===== config.mk =====
export PLATFORM = sky130hd
export DESIGN_NAME = pi_leaf_inject_arb
export DESIGN_NICKNAME = d
export VERILOG_FILES = /design/src/rtl/pi_leaf_inject_arb.sv
export SDC_FILE = /design/constraint.sdc
export NUM_CORES = 1
export LEC_CHECK = 0
export CAP_MARGIN = 20
export CORE_AREA = 2 2 146 148
export DETAILED_ROUTE_END_ITERATION = 12
export DIE_AREA = 0 0 148 150
export PLACE_DENSITY = 0.73
export SETUP_SLACK_MARGIN = 0.02
export SLEW_MARGIN = 5
export SYNTH_ARGS = -nofsm -noshare
export SYNTH_HDL_FRONTEND = slang
export SYNTH_SLANG_ARGS = --single-unit

===== constraint.sdc =====
create_clock -name clk -period 11.45 [get_ports clk]
set_input_delay 2.29 -clock clk [delete_from_list [all_inputs] [get_ports clk]]
set_output_delay 2.29 -clock clk [all_outputs]
set_load 0.03 [all_outputs]

===== src/rtl/pi_leaf_inject_arb.sv =====
// Leaf injection scheduler: round-robin with burst cap, delivery, top-priority reinjection.
// Optional statistics counters are enabled by defining PI_LEAF_ARB_STATS_EN.
module pi_leaf_inject_arb #(
  parameter int unsigned num_req    = 4,
  parameter int unsigned p_sz       = 52,
  parameter int unsigned payload_sz = 43,
  parameter int unsigned addr       = 0,
  parameter int unsigned max_burst  = 4
) (
  input  logic                    clk,
  input  logic                    reset,
  input  logic [num_req-1:0]      req_valid,
  input  logic [num_req*p_sz-1:0] req_pkt,
  output logic [num_req-1:0]      req_ready,
  input  logic [p_sz-1:0]         bus_i,
  output logic [p_sz-1:0]         bus_o,
  input  logic                    deliver_rdy,
  output logic [p_sz-1:0]         deliver_pkt
`ifdef PI_LEAF_ARB_STATS_EN
  ,
  output logic [31:0]             stat_inj,
  output logic [31:0]             stat_dlv,
  output logic [31:0]             stat_bnc
`endif
);

  localparam int unsigned AW = p_sz - 1 - payload_sz;
  localparam int unsigned PW = (num_req > 1) ? $clog2(num_req) : 1;
  localparam int unsigned CW = $clog2(max_burst + 1);

  typedef enum logic [1:0] {StIdle, StGrant, StReinject} state_e;

  state_e            w_state;
  logic              r_bnc_vld;
  logic [p_sz-1:0]   r_bnc;
  logic [PW-1:0]     r_ptr, r_owner, w_winner, w_ptr_next;
  logic [CW-1:0]     r_cnt, w_cnt_inc;
  logic [num_req-1:0] w_grant;
  logic [p_sz-1:0]   w_pkt;
  logic              w_arr_vld, w_dlv, w_bounce;
  int unsigned       w_idx;
  logic              w_found;

  // Bounce reg has absolute priority over local requesters.
  always_comb begin
    if (r_bnc_vld)       w_state = StReinject;
    else if (|req_valid) w_state = StGrant;
    else                 w_state = StIdle;
  end

  always_comb begin
    w_winner = '0;
    w_found  = 1'b0;
    w_idx    = 0;
    for (int unsigned k = 0; k < num_req; k++) begin
      w_idx = (32'(r_ptr) + k) % num_req;
      if (!w_found && req_valid[w_idx]) begin
        w_found  = 1'b1;
        w_winner = PW'(w_idx);
      end
    end
  end

  always_comb begin
    w_grant = '0;
    if (w_state == StGrant && !reset) w_grant[w_winner] = 1'b1;
  end

  assign req_ready  = w_grant;
  assign w_pkt      = req_pkt[32'(w_winner)*p_sz +: p_sz];
  assign w_cnt_inc  = (w_winner == r_owner) ? r_cnt + CW'(1) : CW'(1);
  assign w_ptr_next = (w_winner == PW'(num_req - 1)) ? '0 : w_winner + PW'(1);

  assign w_arr_vld = bus_i[p_sz-1];
  assign w_dlv     = w_arr_vld && (bus_i[p_sz-2:payload_sz] == AW'(addr)) && deliver_rdy;
  assign w_bounce  = w_arr_vld && !w_dlv;

  always_ff @(posedge clk or posedge reset) begin
    if (reset) begin
      bus_o       <= '0;
      deliver_pkt <= '0;
      r_bnc       <= '0;
      r_bnc_vld   <= 1'b0;
      r_ptr       <= '0;
      r_owner     <= '0;
      r_cnt       <= '0;
    end else begin
      deliver_pkt <= w_dlv ? bus_i : '0;
      // A draining bounce reg may be refilled on the same edge.
      if (w_bounce) begin
        r_bnc     <= bus_i;
        r_bnc_vld <= 1'b1;
      end else if (w_state == StReinject) begin
        r_bnc_vld <= 1'b0;
      end
      unique case (w_state)
        StReinject: bus_o <= r_bnc;
        StGrant: begin
          bus_o   <= {1'b1, w_pkt[p_sz-2:0]};
          r_owner <= w_winner;
          if (w_cnt_inc == CW'(max_burst)) begin
            r_ptr <= w_ptr_next;
            r_cnt <= '0;
          end else begin
            r_ptr <= w_winner;
            r_cnt <= w_cnt_inc;
          end
        end
        default: begin
          bus_o <= '0;
          r_cnt <= '0;
        end
      endcase
    end
  end

`ifdef PI_LEAF_ARB_STATS_EN
  logic [31:0] r_inj, r_dlv, r_bnc_cnt;

  always_ff @(posedge clk or posedge reset) begin
    if (reset) begin
      r_inj     <= '0;
      r_dlv     <= '0;
      r_bnc_cnt <= '0;
    end else begin
      if (w_state == StGrant && r_inj != '1) r_inj <= r_inj + 32'd1;
      if (w_dlv && r_dlv != '1)              r_dlv <= r_dlv + 32'd1;
      if (w_bounce && r_bnc_cnt != '1)       r_bnc_cnt <= r_bnc_cnt + 32'd1;
    end
  end

  assign stat_inj = r_inj;
  assign stat_dlv = r_dlv;
  assign stat_bnc = r_bnc_cnt;
`endif

endmodule


==> metrics.md <==
| Metric | Value |
|---|---|
| Fin crit period | 7338 ps |
| Gate Count Post-Synth | approximately 570 |
| Setup CP Type | in -> out |
| First DRT Iteration DRCs | 150 |
| Max Fclk | 136.3 MHz |
| Row Count | 53 |
| Post-DP HPWL | 16520 um |
| Pwr Total | approximately 1.7 mW |
| Synth Register Bits | 164 |
| Hold Path Cell Cnt | 1 |
| Cts hold-fix bufs | 0 |
| Num CTS Buffers | 17 |
| FILL cells | 1787 |
| WL/cell | 18.56 um |
| Worst R2R Path Depth | 7 |
| Layout cells sized above 1 | 0.1006 |
| Combinational power share | 0.281 |
| Hold_sp | r_bnc[51]$_DFFE_PP0P_ |
| Post-synthesis instance area | 7305 um2 |
| First-pass GRT wire length | 34360 um |
| Final setup TNS | 0 ps |
| Clock skew | 8.740 ps |
| Peak VDD IR | around 0.000095 V |
| Width of the die | 148 um |
| Hold endpoint | r_bnc[51]$_DFFE_PP0P_ |
| Startpoint types | input port |
| IO Port Bufs | 370 |
| Final hold violation count | 0 |
| Leak | 5.207 nW |
| Final ANT Viol Nets | 0 |
| Register-to-Register Setup Slack | 8170 ps |
| CTS root buf | clkbuf_16 |
| Clock slew at reported path FFs | about 60 ps |
| WP data arrival | 5050 ps |
| Pint | 1.199 mW |
| RePlAce Congestion | 0.7571 |
| Initial antenna violation count | 1 |
| Unrepaired setup endpoints after global routing | false |
| Clk buf depth | 2 |
| Final setup viols | 0 |
| Post-synth cell types | 39 |
| Die H | 150 um |
| Post-Route WL | roughly 23000 um |
| Reg-to-reg endpoint | bus_o[2]$_DFF_PP0_ |
| Layout area overhead | 61.34% |
| Synthesis Warnings | 0 |
| Slew @ Worst Pin | 955.1 ps |
| Layout net count | 1203 |
| Initial Util | 0.3530 |
| Ratio of final minimum period to clock period | 0.6409 |
| PostCTS Resize Cnt | 0 |
| Number of max-cap violations | 0 |
| Vias post-DR | ~6000 |
| TritonCTS Sinks | approximately 160 |
| H-tree depth | 4 |
| Register share of total power | 0.389 |
| Largest net degree at the start of global routing | 95 |
| Post-CTS Repair Setup Buffers | 0 |
| Max FO, Critical Path | 57 |
| Core Area | 20690 um2 |
| Drt pass-1 iters | 4 |
| Slew Limit Fails | 0 |
| R2R Path Start | r_ptr[1]$_DFFE_PP0N_ |
| CP Capture Type | primary output |
| DIE AREA | between 20000 and 25000 um2 |
| Ports | 375 |
| Sequential cell area | roughly 4100 um2 |
| Worst skew pair latency | approximately 420 ps |
| DR vias/cell | 4.851 |
| Sw Ratio | 0.2971 |
| Clock Power Share | 0.330 |
| Via count of the first global-routing pass | 6186 |
| Synthesized area per cell | 12.84 um2 |
| All-Layer GR Usage | 0.2038 |
| Multi-input gate area | just under 3000 um2 |
| Status | completed |
| Sequential-to-total area share from yosys stat | 0.5618 |
| Hold Crit Class | reg -> reg |
| Slew HR | 0.3632 |
| Switch Pwr | a little over 500 uW |
| DRC | 0 |
| GRT Residual Overflow | 0 |
| TritonCTS clock tree | yes |
| WP data required | 9160 ps |
| Power Dens Cells | ~140 nW/um2 |
==> sequential cells by signal, summed over array words and instances, names as in the netlist <==
name,flops
bus_o,52
deliver_pkt,52
r_bnc,52
r_cnt,3
r_owner,2
r_ptr,2
r_bnc_vld,1
==> through the flow <==
stage	area [um2]	worst slack (ps)	hold WS (ps)	util	instances
global placement	11190	4122	452.6	0.5411	1187
floorplan	7331	2723	440.0	-	576
detailed placement	11190	4081	459.1	0.5411	1187
finish	11790	4112	466.3	0.5696	1220
CTS	11780	4070	472.7	0.5695	1219
global route	11780	3945	490.0	0.5695	1219
==> metal layers <==
metal / GRT usage / wire (um) / vias to the layer above
met3: 0.06494 / 1691 / 21
met2: 0.3609 / 11640 / 214
met4: 0.05429 / 271 / 0
met5: 0 / 0 / -
li1: - / - / 2767
met1: 0.2390 / 9042 / 2916
==> cells in the mapped netlist <==
cell | n | share of area
mux2_1 | 8 | 0.012
o22ai_1 | 1 | 0.00086
nor2b_1 | 1 | 0.00086
o211ai_1 | 1 | 0.0010
nand3_1 | 2 | 0.0014
o21a_1 | 1 | 0.0010
a21boi_1 | 1 | 0.0010
and2_1 | 43 | 0.037
buf_2 | 11 | 0.0075
o22a_2 | 1 | 0.0014
a21oi_1 | 4 | 0.0027
o221ai_1 | 52 | 0.062
and4_1 | 1 | 0.0012
nor2_1 | 2 | 0.0010
mux2i_1 | 103 | 0.14
mux2_2 | 42 | 0.065
nand2_2 | 2 | 0.0017
nand2_1 | 62 | 0.032
a22o_1 | 1 | 0.0012
dfrtp_1 | 164 | 0.56
a31o_2 | 2 | 0.0024
buf_6 | 12 | 0.018
clkbuf_1 | 15 | 0.0077
inv_2 | 2 | 0.0010
xnor2_4 | 1 | 0.0038
nand4_1 | 3 | 0.0026
o21ai_0 | 3 | 0.0021
buf_4 | 3 | 0.0031
conb_1 | 1 | 0.00051
and3_1 | 3 | 0.0026
a31oi_1 | 2 | 0.0017
nor4_1 | 3 | 0.0026
nor3_1 | 1 | 0.00068
inv_1 | 5 | 0.0026
ha_1 | 5 | 0.0086
nand2b_1 | 2 | 0.0017
or2_0 | 1 | 0.00086
xor2_2 | 1 | 0.0022
or2_2 | 1 | 0.00086
==> cell usage in the layout (no fill, tap or decap), drive strengths merged, types with 8 or more instances in the layout <==
master	netlist	layout
and2	43	43
clkbuf	15	21
clkdlybuf4s50	0	370
conb	1	8
dfrtp	164	164
inv	7	11
mux2	50	50
mux2i	103	103
nand2	64	64
o221ai	52	52
==> power by group through the flow <==
stage               Sequential (mW)  Clock, mW  Combinational, mW
global placement              0.671          0              0.481
finish                        0.663      0.562              0.480
global route                  0.669      0.604              0.514
detailed placement            0.674          0              0.485
CTS                           0.663      0.579              0.487
floorplan                     0.742          0              0.204
==> worst max path at each step <==
stage	startpoint	end	slack, ps	depth (start not counted)
after floorplan	reset	req_ready[0]	2720	2
after global placement	req_valid[1]	req_ready[2]	4120	7
after detailed placement	req_valid[0]	req_ready[2]	4080	7
after CTS	req_valid[0]	req_ready[2]	4070	7
after global routing	req_valid[1]	req_ready[2]	3940	8
final	req_valid[1]	req_ready[2]	4110	7
==> final cells by class <==
cell class              count  area share
clock buffers              21     0.03992
flip-flops and latches    164      0.3483
multi-input cells         364      0.2510
repair buffers            377      0.3187
well taps                 275     0.02920
diodes                      1   0.0002123
inverters                   7    0.002654
clock inverters            11    0.009980
==> cell families after synthesis <==
| kind of cell | Yosys count | share of synthesized area |
|---|---|---|
| DFF | 164 | 0.5618 |
| muxes | 153 | 0.2182 |
| and+or+nand+nor | 127 | 0.08668 |
| AOI/OAI and AO/OA | 69 | 0.07777 |
| buffers and inverters | 48 | 0.04042 |
| adders and majority gates | 5 | 0.008565 |
| xor gates and xnor gates | 2 | 0.005996 |
| other | 1 | 0.0005134 |
==> worst max-delay path, stage by stage <==
cell	delay [ps]
clkdlybuf4s50_1	490
a21boi_1	190
o221ai_4	200
buf_4	770
ha_1	280
and3_1	150
clkdlybuf4s50_1	680
Note: power is estimated with default switching activity, not from simulation.
